[config.mk]
export PLATFORM = sky130hd
export DESIGN_NAME = sap1_datapath
export DESIGN_NICKNAME = d
export VERILOG_FILES = /design/src/rtl/sap1_datapath.sv
export SDC_FILE = /design/constraint.sdc
export NUM_CORES = 1
export LEC_CHECK = 0
export CAP_MARGIN = 10
export CORE_MARGIN = 2
export CORE_UTILIZATION = 44
export DETAILED_ROUTE_END_ITERATION = 7
export GPL_TIMING_DRIVEN = 0
export PLACE_DENSITY = 0.68
export SETUP_SLACK_MARGIN = 0.5
export SYNTH_ARGS = -nofsm -noshare
export SYNTH_HDL_FRONTEND = slang
export SYNTH_SLANG_ARGS = --single-unit
[constraint.sdc]
create_clock -name clk -period 4.6 [get_ports clk]
set_clock_uncertainty 0.2 [all_clocks]
set_input_delay 0.69 -clock clk [delete_from_list [all_inputs] [get_ports clk]]
set_output_delay 0.69 -clock clk [all_outputs]
set_load 0.05 [all_outputs]
[src/rtl/sap1_datapath.sv]
// SAP-1 datapath: PC, IR, program/data RAM, ACC, B, ALU, output register and flags.
// Executes sequencer control words and returns opcode and zero flag to close the loop.
module sap1_datapath #(
    parameter int unsigned DATA_W = 8,
    parameter int unsigned ADDR_W = 4
) (
    input  logic              clk,
    input  logic              reset,
    input  logic [1:0]        state,
    input  logic              pc_inc,
    input  logic              pc_jmp,
    input  logic              mem_read,
    input  logic              acc_load,
    input  logic              b_load,
    input  logic              out_load,
    input  logic [2:0]        alu_op,
    input  logic              prog_we,
    input  logic [ADDR_W-1:0] prog_addr,
    input  logic [DATA_W-1:0] prog_data,
    output logic [3:0]        opcode,
    output logic              zero_flag,
    output logic              carry_flag,
    output logic [DATA_W-1:0] out_value,
    output logic [ADDR_W-1:0] pc,
    output logic [DATA_W-1:0] acc,
    output logic              halted
);

    localparam logic [1:0] StFetch   = 2'b00;
    localparam logic [1:0] StExecute = 2'b10;

    logic [DATA_W-1:0] mem [2**ADDR_W];
    logic [DATA_W-1:0] ir_q;
    logic [DATA_W-1:0] b_q, b_d;
    logic [ADDR_W-1:0] rd_addr;
    logic [DATA_W-1:0] mem_data;
    logic [DATA_W:0]   sum, diff;
    logic [DATA_W-1:0] alu_res, acc_d;
    logic              alu_carry;

    assign opcode   = ir_q[DATA_W-1 -: 4];
    assign rd_addr  = (state == StFetch) ? pc : ir_q[ADDR_W-1:0];
    assign mem_data = mem[rd_addr];
    assign sum      = {1'b0, acc} + {1'b0, mem_data};
    // Top bit of the widened difference is the borrow (operand > ACC).
    assign diff     = {1'b0, acc} - {1'b0, mem_data};

    // Program RAM is not reset; a write is seen by reads from the next cycle.
    always_ff @(posedge clk) begin
        if (prog_we) begin
            mem[prog_addr] <= prog_data;
        end
    end

    always_comb begin
        alu_res   = mem_data;
        alu_carry = carry_flag;
        case (alu_op)
            3'b000: begin
                alu_res   = sum[DATA_W-1:0];
                alu_carry = sum[DATA_W];
            end
            3'b001: begin
                alu_res   = diff[DATA_W-1:0];
                alu_carry = diff[DATA_W];
            end
            3'b010:  alu_res = acc & mem_data;
            3'b011:  alu_res = acc | mem_data;
            3'b100:  alu_res = acc ^ mem_data;
            default: alu_res = mem_data;
        endcase
    end

    always_comb begin
        acc_d = b_load ? alu_res : mem_data;
        b_d   = b_load ? mem_data : b_q;
    end

    always_ff @(posedge clk or posedge reset) begin
        if (reset) begin
            pc         <= '0;
            ir_q       <= '0;
            acc        <= '0;
            b_q        <= '0;
            out_value  <= '0;
            zero_flag  <= 1'b1;
            carry_flag <= 1'b0;
            halted     <= 1'b0;
        end else if (!halted) begin
            if (state == StFetch && mem_read) begin
                ir_q <= mem_data;
            end
            if (acc_load) begin
                acc       <= acc_d;
                zero_flag <= (acc_d == '0);
            end
            if (acc_load && b_load) begin
                carry_flag <= alu_carry;
            end
            b_q <= b_d;
            if (out_load) begin
                out_value <= acc;
            end
            if (pc_jmp) begin
                pc <= ir_q[ADDR_W-1:0];
            end else if (pc_inc) begin
                pc <= pc + ADDR_W'(1);
            end
            if (state == StExecute && opcode == 4'hF) begin
                halted <= 1'b1;
            end
        end
    end

endmodule

==> results of run 1 <==
## flip-flops by register name, summed over array words and instances, names as in the netlist
| signal | count |
|---|---|
| halted | 1 |
| carry_flag | 1 |
| out_value | 8 |
| acc | 8 |
| ir_q | 8 |
| zero_flag | 1 |
| pc | 4 |
| mem | 128 |
## per-stage QoR
step | hold slack, ns | total power, mW | std cells
2_1_floorplan | 0.297 | 4.50 | 607
3_3_place_gp | 0.269 | 5.43 | 887
3_5_place_dp | 0.270 | 5.49 | 888
4_1_cts | 0.283 | 7.56 | 955
5_1_grt | 0.303 | 8.52 | 973
6_report | 0.285 | 8.11 | 973
## layout make-up
class / instances / area (um2) / share of cell area
Sequential cell: 159 / 4630 / 0.448
Timing Repair Buffer: 105 / 982 / 0.0951
Inverter: 30 / 119 / 0.0115
Clock buffer: 17 / 425 / 0.0412
Clock inverter: 15 / 154 / 0.0149
Buffer: 31 / 268 / 0.0259
Multi-Input combinational cell: 387 / 3470 / 0.336
Tap cell: 229 / 287 / 0.0277
## cell usage after synthesis (all sizes together) (5+ instances only)
cell type / count
edfxtp: 128
mux2i: 44
nor2: 42
nand2: 36
o21ai: 36
dfrtp: 30
inv: 30
a21oi: 23
ha: 21
mux2: 18
buf: 17
mux4: 17
clkbuf: 14
nor3: 14
o22ai: 9
nand3: 8
a211oi: 7
nor2b: 7
o211ai: 7
a31oi: 6
and2: 6
nand2b: 6
nand4: 5
o22a: 5
## cells in the final DEF (no fill, tap or decap), types with 6 or more instances in the layout
| cell type | instances |
|---|---|
| clkbuf_1 | 10 |
| ha_1 | 17 |
| inv_1 | 24 |
| buf_6 | 16 |
| nor3_1 | 8 |
| nand2_1 | 34 |
| dfrtp_1 | 26 |
| buf_4 | 47 |
| a21oi_1 | 19 |
| edfxtp_1 | 128 |
| o21ai_1 | 6 |
| o22ai_1 | 7 |
| clkdlybuf4s50_1 | 49 |
| nor2b_1 | 6 |
| nand3_1 | 6 |
| mux4_2 | 17 |
| clkbuf_16 | 17 |
| nand2b_1 | 6 |
| o21ai_2 | 7 |
| and2_1 | 6 |
| o21ai_0 | 23 |
| nor2_1 | 39 |
| mux2_2 | 16 |
| mux2i_1 | 37 |
## per-layer routing
layer	GRT usage	routed length, um
met5	0	0
met4	0.123	954
met3	0.0480	1130
met2	0.361	10500
met1	0.265	8450
## worst paths after layout
| path | start | to | slack, ns | cells after the start |
|---|---|---|---|---|
| worst max-delay path | state[1] | acc[6]$_DFFE_PP0P_ | 0.04 | 22 |
| worst min-delay path | zero_flag$_DFFE_PP1P_ | zero_flag$_DFFE_PP1P_ | 0.28 | 2 |
| worst max register to register | pc[2]$_DFFE_PP0P_ | acc[6]$_DFFE_PP0P_ | 0.12 | 17 |
| worst min register to register | zero_flag$_DFFE_PP1P_ | zero_flag$_DFFE_PP1P_ | 0.28 | 2 |
| max in group asynchronous | reset | zero_flag$_DFFE_PP1P_ | 3.28 | 3 |
| min in group asynchronous | reset | ir_q[0]$_DFFE_PP0P_ | 0.38 | 2 |
## cells by family (layout without fill, tap and decap cells)
| family | Yosys count | after routing | synth area share |
|---|---|---|---|
| compound gates | 129 | 129 | 0.110 |
| flops | 159 | 159 | 0.578 |
| mux | 79 | 79 | 0.128 |
| buf+inv | 61 | 198 | 0.0398 |
| simple gates | 154 | 154 | 0.105 |
| xor+xnor | 3 | 3 | 0.00329 |
| fa+ha+maj | 22 | 22 | 0.0354 |
## critical path, stage by stage
cell and delay [ns]:
buf_8 0.11, buf_6 0.12, o21a_4 0.22, nor2_4 0.21
buf_12 0.16, buf_12 0.11, mux4_2 0.52, mux2i_4 0.19
mux2i_4 0.14, ha_4 0.18, inv_2 0.05, fa_2 0.20
nor2b_2 0.05, o21ai_2 0.16, a21boi_1 0.09, o21ai_1 0.13
nand2b_1 0.11, mux2_4 0.32, a221o_1 0.32, a31oi_1 0.18
a211oi_2 0.13, mux2_4 0.27
## timing repair
item | CTS | global route
pin swaps | 25 | 38
endpoints found under the setup margin | 10 | 9
resized for setup | 68 | 46
buffers inserted | 34 | 17
gates cloned | 1 | 0
## report_power, final
part | total [mW] | switching [mW] | internal (mW)
Sequential | 1.93 | 0.208 | 1.72
Combinational | 4.83 | 2.64 | 2.19
Clock | 1.35 | 0.591 | 0.760
==> metrics.txt, run 1 <==
run status=completed; Die Y=139 um; commonest register cell after synthesis=edfxtp_1; HPWL Detailed=about 14,000 um; Pwr Density=785 mW/mm2; GR Overflow Total=0; final instance area=roughly 0.010 mm2; synthesized flop and latch total=~160; max-cap violations=0; Final Slew Violations=0; Syn Nets=approximately 660; Tcrit/Tclk final=0.992; final net count=779; WL/cell=21.6 um; area leader, netlist=edfxtp_1; mapped cell area=around 0.0080 mm2; drt total wl=21,000 um; Ys Warns=0; Mapped Cells=607; worst setup margin=0.0377 ns; Synth cell types=80; ys async rst share=0.195; crit path max fanout=5; vias in the first global route=5,675; RePlAce Congestion=approximately 0.9; critical path capture point type=flip-flop; CP Data Arrival Time=4.66 ns; Clk Latency, worst-skew pair=0.43 ns; core footprint=0.0179 mm2; Die Footprint=0.0192 mm2; CTS tree=built; startpoint types=primary input; I/O pin count=53; port bufs=51; DIE WIDTH=139 um; ant diodes=0; Area Growth Syn to Fin=29.3%; first-pass GRT wire length=between 30,000 and 40,000 um; min cycle time layout=4.56 ns; Seq/Total Area, Yosys=0.578; Final Hold Vio Count=0; Post-synth EDFFs=128; Area contributors post-synth=edfxtp_1, dfrtp_1, mux2i_1; CTS clock-pin slew for the worst setup and hold paths=0.06 ns; Clock Sinks=159; RSZ-0062 raised after global routing=yes; Final Setup Violations=0; Fillers=1,414; root buf cell=clkbuf_16; Vias=5,782; Cell Area, Placed=0.00886 mm2; initial antenna violation count=0; Leak=3.77 nW; Core Util, Final=0.577; worst slew pin tran=1.11 ns; Syn Area/Cell=between 10 and 15 um2; post-route ant nets=0; worst ir drop on vdd=578 uV; CP Class=in2reg; Num CTS Buffers=17; dpl ws=-1.75 ns; Clock Path Buffers=2; pin count of the biggest net entering global routing=32; Initial Utilization=0.446; top cell type's share of synthesized area=0.481; Worst EP required=between 4 and 5 ns; GRT Total Usage=0.218; Starting DRT DRC Count=561; TNS Setup=0 ns; Max transition margin=0.260; post-route DRC violation count=0; Std-Cell Rows=49; min-delay worst type=reg2reg; fraction of final layout cells sized beyond drive strength 1=0.302; Hold Buf Count CTS=0; Fmax achieved=0.219 GHz; Avg Vias per Cell=approximately 5.9; H-tree levels=4; Initial DRT Pass Iterations=5
Note: power is estimated with default switching activity, not from simulation.
==> run 2: changes to the inputs <==
Settings changed: CORE_MARGIN 2 to 8, PLACE_DENSITY 0.68 to not set, PLACE_DENSITY_LB_ADDON set to 0.3.
==> metrics.txt, run 2 (synthesized netlist as in run 1, its figures left out) <==
run status=finished with violations; violated checks=negative setup slack; post-route DRC violation count=0 (unchanged); post-route ant nets=0 (unchanged); critical path capture point type=flip-flop; hold slack=0.287 ns (+0.00185 ns); WHS Path Cells=2 (unchanged); Clock Sinks=159 (unchanged); drt total wl=20,800 um (-0.98%); GR Overflow Total=0 (unchanged); startpoint types=primary input; Initial Utilization=0.446 (unchanged); most frequent cells in the layout=edfxtp_1, clkdlybuf4s50_1, nor2_1; HPWL Detailed=14,100 um (+1.7%); Starting DRT DRC Count=448 (-20%); Cell Area, Placed=0.00885 mm2 (about the same); Max transition margin=0.234 (-0.0265); worst ir drop on vdd=583 uV (+0.80%); Clock Path Buffers=2 (unchanged); Avg Vias per Cell=5.87 (-1.1%); worst setup margin=-0.0135 ns (-0.0512 ns); DIE WIDTH=151 um (+8.6%); min cycle time layout=4.61 ns (+0.0512 ns); Pwr Total=7.62 mW (-6.1%); Final Hold Vio Count=0 (unchanged); Tcrit/Tclk final=1.00 (+0.0111); Pwr Density=760 mW/mm2 (-3.2%); final instance area=0.0100 mm2 (-2.9%); TNS Setup=-0.0135 ns (-0.0135 ns); WL/cell=21.7 um (+0.78%); final net count=762 (-2.2%); dpl ws=-1.75 ns (+0.00486 ns); Final Setup Violations=1 (+1); worst reg2reg path depth=19 (+2); CTS clock-pin slew for the worst setup and hold paths=0.06 ns (about the same); first-pass GRT wire length=31,900 um (+1.1%); RSZ-0062 raised after global routing=yes; Fmax achieved=0.217 GHz (-1.1%); Vias=5,616 (-2.9%); Leak=3.66 nW (-3.0%); CP Data Arrival Time=4.72 ns (+0.06 ns); Die Y=151 um (+8.6%); Area Growth Syn to Fin=25.5%; Core Util, Final=0.560 (-0.0169); min-delay worst type=reg2reg; H-tree levels=4 (unchanged); RePlAce Congestion=0.880 (-2.6%); fraction of final layout cells sized beyond drive strength 1=0.250 (-0.0521); Std-Cell Rows=49 (unchanged); Hold Buf Count CTS=0 (unchanged); Final Slew Violations=0 (unchanged); Die Footprint=0.0227 mm2 (+18%); I/O pin count=53 (unchanged); ant diodes=0 (unchanged); fin cells=956 (-1.7%); Initial DRT Pass Iterations=5 (unchanged); CTS tree=built; Fillers=1,431 (+1.2%); max-cap violations=0 (unchanged); worst slew pin tran=1.15 ns (+0.0396 ns); R2R Setup Slk=0.07 ns (-0.05 ns); Worst EP required=4.70 ns (about the same); Num CTS Buffers=17 (unchanged); vias in the first global route=5,837 (+2.9%); GRT Total Usage=0.187 (-0.0307); initial antenna violation count=0 (unchanged); crit path max fanout=6 (+1); core footprint=0.0179 mm2 (unchanged); max reg flops=128 (unchanged); Cells after DPL=887 (-0.11%); port bufs=51 (unchanged); Reg with most FFs=mem; CP Class=in2reg; pin count of the biggest net entering global routing=32 (unchanged); Clk Latency, worst-skew pair=0.42 ns (about the same); commonest non-fill, non-tap cell in the layout=edfxtp_1; root buf cell=clkbuf_16
-- run 2: cell types whose count changed in the layout (fill, tap and decap cells not counted), sizes merged --
cell    delta
buf       -17
clkinv     -2
bufinv     +1
clkbuf     +1
-- run 2: per-layer routing --
| metal | wire length [um] | global-route usage |
|---|---|---|
| met5 | 0 | 0 |
| met4 | 556 | 0.0683 |
| met3 | 1280 | 0.0412 |
| met2 | 10500 | 0.319 |
| met1 | 8430 | 0.228 |
-- run 2: timing repair --
| item | 4_1_cts | 5_1_grt |
|---|---|---|
| setup endpoints to repair | 10 | 8 |
| pin swaps | 14 | 12 |
| gates resized for setup | 57 | 20 |
| setup buffers | 30 | 5 |
-- run 2: layout make-up --
cell class | count | area (um2) | share of cell area
buffer | 31 | 265 | 0.0265
clock buffer | 18 | 429 | 0.0428
clock inverter | 14 | 155 | 0.0155
inverter | 30 | 116 | 0.0116
multi-input combinational | 387 | 3320 | 0.331
sequential | 159 | 4620 | 0.461
tap | 229 | 287 | 0.0286
timing repair buffer | 88 | 832 | 0.0830
-- run 2: critical path, cell delays in order --
cell and delay (ns):
buf_8 0.10, buf_6 0.12, buf_6 0.13, nor3b_4 0.24, nor2_4 0.09, buf_12 0.14, buf_12 0.13, mux4_2 0.35
mux2i_2 0.08, mux2i_4 0.24, ha_4 0.20, inv_2 0.04, fa_2 0.34, nor2b_2 0.13, o21ai_2 0.07, a21boi_1 0.15
o21ai_1 0.09, nand2b_1 0.13, mux2_4 0.32, a221o_1 0.34, a31oi_2 0.19, a211oi_2 0.13, mux2_4 0.27
-- run 2: final timing paths --
path | from | end
setup / recovery | state[1] | acc[6]$_DFFE_PP0P_
hold / removal | zero_flag$_DFFE_PP1P_ | zero_flag$_DFFE_PP1P_
setup reg to reg | pc[1]$_DFFE_PP0P_ | acc[6]$_DFFE_PP0P_
hold reg to reg | zero_flag$_DFFE_PP1P_ | zero_flag$_DFFE_PP1P_
max in group asynchronous | reset | zero_flag$_DFFE_PP1P_
min in group asynchronous | reset | ir_q[6]$_DFFE_PP0P_
-- run 2: power breakdown --
| part | leakage (nW) | total [mW] | switching, mW | internal (mW) |
|---|---|---|---|---|
| Sequential | 1.52 | 1.92 | 0.208 | 1.72 |
| Clock | 0.283 | 1.39 | 0.578 | 0.810 |
| Combinational | 1.85 | 4.31 | 2.45 | 1.86 |
| Total | 3.66 | 7.62 | 3.23 | 4.38 |
==> run 3: changes to the inputs <==
Settings changed: CORE_ASPECT_RATIO set to 1.25.
==> metrics.txt, run 3 (synthesized netlist as in run 1, its figures left out) <==
run status=finished with violations; violated checks=negative setup slack; Vias=5,624 (+0.14%); initial antenna violation count=0 (unchanged); min-delay worst type=reg2reg; CTS tree=built; Max transition margin=0.164 (-0.0692); WL/cell=22.3 um (+2.5%); Die Y=167 um (+11%); dpl ws=-1.60 ns (+0.149 ns); max reg flops=128 (unchanged); post-route DRC violation count=0 (unchanged); Initial DRT Pass Iterations=5 (unchanged); crit path max fanout=5 (-1); Final Slew Violations=0 (unchanged); final net count=767 (+0.66%); Pwr Density=768 mW/mm2 (+1.0%); Switching Fraction=0.434 (+0.00952); fraction of final layout cells sized beyond drive strength 1=0.268 (+0.0174); Avg Vias per Cell=5.86 (-0.27%); CP peak stage delay=0.37 ns (+0.02 ns); Leak=3.73 nW (+2.0%); core footprint=0.0180 mm2 (+0.33%); GRT Total Usage=0.189 (+0.00227); worst r2r src=pc[0]$_DFFE_PP0P_; Starting DRT DRC Count=400 (-11%); Pwr Total=7.80 mW (+2.3%); HPWL Detailed=15,000 um (+6.6%); CP Launch Point=state[1]; min cycle time layout=4.60 ns (-0.0116 ns); critical path capture point type=flip-flop; logic gate share of total power=0.569 (+0.004); max-cap violations=0 (unchanged); CP Class=in2reg; Seq pwr share=0.248 (-0.005); Critical path destination=acc[6]$_DFFE_PP0P_; Worst EP required=4.71 ns (about the same); Area Growth Syn to Fin=27.1%; Worst R2R End=acc[6]$_DFFE_PP0P_; H-tree levels=4 (unchanged); worst ir drop on vdd=302 uV (-48%); Std-Cell Rows=55 (+12%); Clock Path Buffers=2 (unchanged); Slowest cell on crit path=fa_2; Clock Sinks=159 (unchanged); Initial Utilization=0.445 (-0.00146); vias in the first global route=5,856 (+0.33%); R2R Setup Slk=0.04 ns (-0.03 ns); Die Footprint=0.0227 mm2 (+0.12%); startpoint types=primary input; Clk Latency, worst-skew pair=0.43 ns (about the same); worst setup margin=-0.00186 ns (+0.0116 ns); drt total wl=21,400 um (+3.0%); Fmax achieved=0.217 GHz (+0.25%); Tcrit/Tclk final=1.00 (-0.00253); GR Overflow Total=0 (unchanged); DIE WIDTH=137 um (-9.4%); Final Hold Vio Count=0 (unchanged); CP Data Arrival Time=4.71 ns (about the same); post-route ant nets=0 (unchanged); port bufs=51 (unchanged); cell-internal power=4.41 mW (+0.65%); I/O pin count=53 (unchanged); RSZ-0062 raised after global routing=yes; Final Setup Violations=1 (unchanged); P_sw=3.38 mW (+4.6%); ant diodes=0 (unchanged); root buf cell=clkbuf_16; hold slack=0.271 ns (-0.0157 ns); Hold Startpoint=zero_flag$_DFFE_PP1P_; RePlAce Congestion=0.890 (+1.2%); first-pass GRT wire length=32,200 um (+0.95%); Num CTS Buffers=17 (unchanged); cell chain of the critical path=buf_8, buf_6, nor3b_4, nor2_4, buf_12, buf_12, mux4_2, mux2i_1, mux2i_2, ha_2, inv_2, fa_2, nor2b_2, o21ai_2, a21boi_1, o21ai_1, nand2b_1, mux2_4, a221o_1, a31oi_4, a211oi_4, mux2_4; most frequent cells in the layout=edfxtp_1, clkdlybuf4s50_1, mux2i_1; clock network power share=0.183 (about the same); pin count of the biggest net entering global routing=32 (unchanged); Reg with most FFs=mem; commonest non-fill, non-tap cell in the layout=edfxtp_1; CTS clock-pin slew for the worst setup and hold paths=0.06 ns (about the same); worst reg2reg path depth=20 (+1); worst slew pin tran=1.25 ns (+0.105 ns)
==> run 3: cell count changes in the layout (fill, tap and decap cells not counted), moves of 2 or more <==
cell / change
clkinv_1: -2
mux2i_2: -2
mux2i_1: +3
buf_4: +2
dfrtp_2: +3
buf_8: +2
clkinv_2: -2
dfrtp_1: -3
clkinv_8: +4
==> run 3: layer usage <==
metal / track usage / vias up / wire, um
li1: - / 2565 / -
met2: 0.340 / 206 / 11400
met3: 0.0313 / 59 / 979
met5: 0 / - / 0
met4: 0.113 / 0 / 882
met1: 0.200 / 2794 / 8130
==> run 3: power groups by stage <==
stage / sequential [mW] / clock, mW / combinational (mW)
after floorplan: 2.21 / 0 / 2.30
after global placement: 1.95 / 0 / 3.56
after detailed placement: 1.95 / 0 / 3.61
after CTS: 1.93 / 1.44 / 4.12
after global routing: 1.95 / 1.49 / 4.75
final: 1.93 / 1.42 / 4.44
==> run 3: worst max-delay path, delay by kind of cell <==
kind	cells	cell delay, ns
multiplexers	5	1.30
AND/OR/NAND/NOR	4	0.60
adder cells (fa/ha/maj)	2	0.65
buffers and inverters	5	0.55
AO/OA/AOI/OAI	6	0.92
==> run 3: cell type report <==
type,instances,area [um2]
Buffer,31,265
Fill cell,1439,7810
Inverter,30,116
Timing Repair Buffer,93,918
Clock inverter,15,189
Tap cell,228,285
Clock buffer,17,425
Multi-Input combinational cell,387,3330
Sequential cell,159,4630
==> run 3: repair_timing <==
item	in CTS	in global routing
endpoints found under the hold margin	0	0
pin swaps	25	23
endpoints found under the setup margin	10	9
buffers inserted	30	7
resized for setup	51	30
hold buffers	0	0
cloned	2	0
==> run 3: worst min path at each step <==
stage                            endpoint  slack (ns)  cells past startpoint
floorplan             ir_q[5]$_DFFE_PP0P_        0.30                      1
global placement    zero_flag$_DFFE_PP1P_        0.27                      2
finish              zero_flag$_DFFE_PP1P_        0.27                      2
CTS                 zero_flag$_DFFE_PP1P_        0.28                      2
global route        zero_flag$_DFFE_PP1P_        0.29                      2
detailed placement  zero_flag$_DFFE_PP1P_        0.26                      2
==> run 3: metrics by stage <==
stage          instances   TNS, ns  utilization  instance area [um2]
4_1_cts              952   -0.0255        0.553                 9930
6_report             960  -0.00186        0.565                10200
3_3_place_gp         886     -9.70        0.492                 8830
2_1_floorplan        607   -0.0364            -                 8040
3_5_place_dp         888    -10.02        0.494                 8870
5_1_grt              960    -0.263        0.565                10200
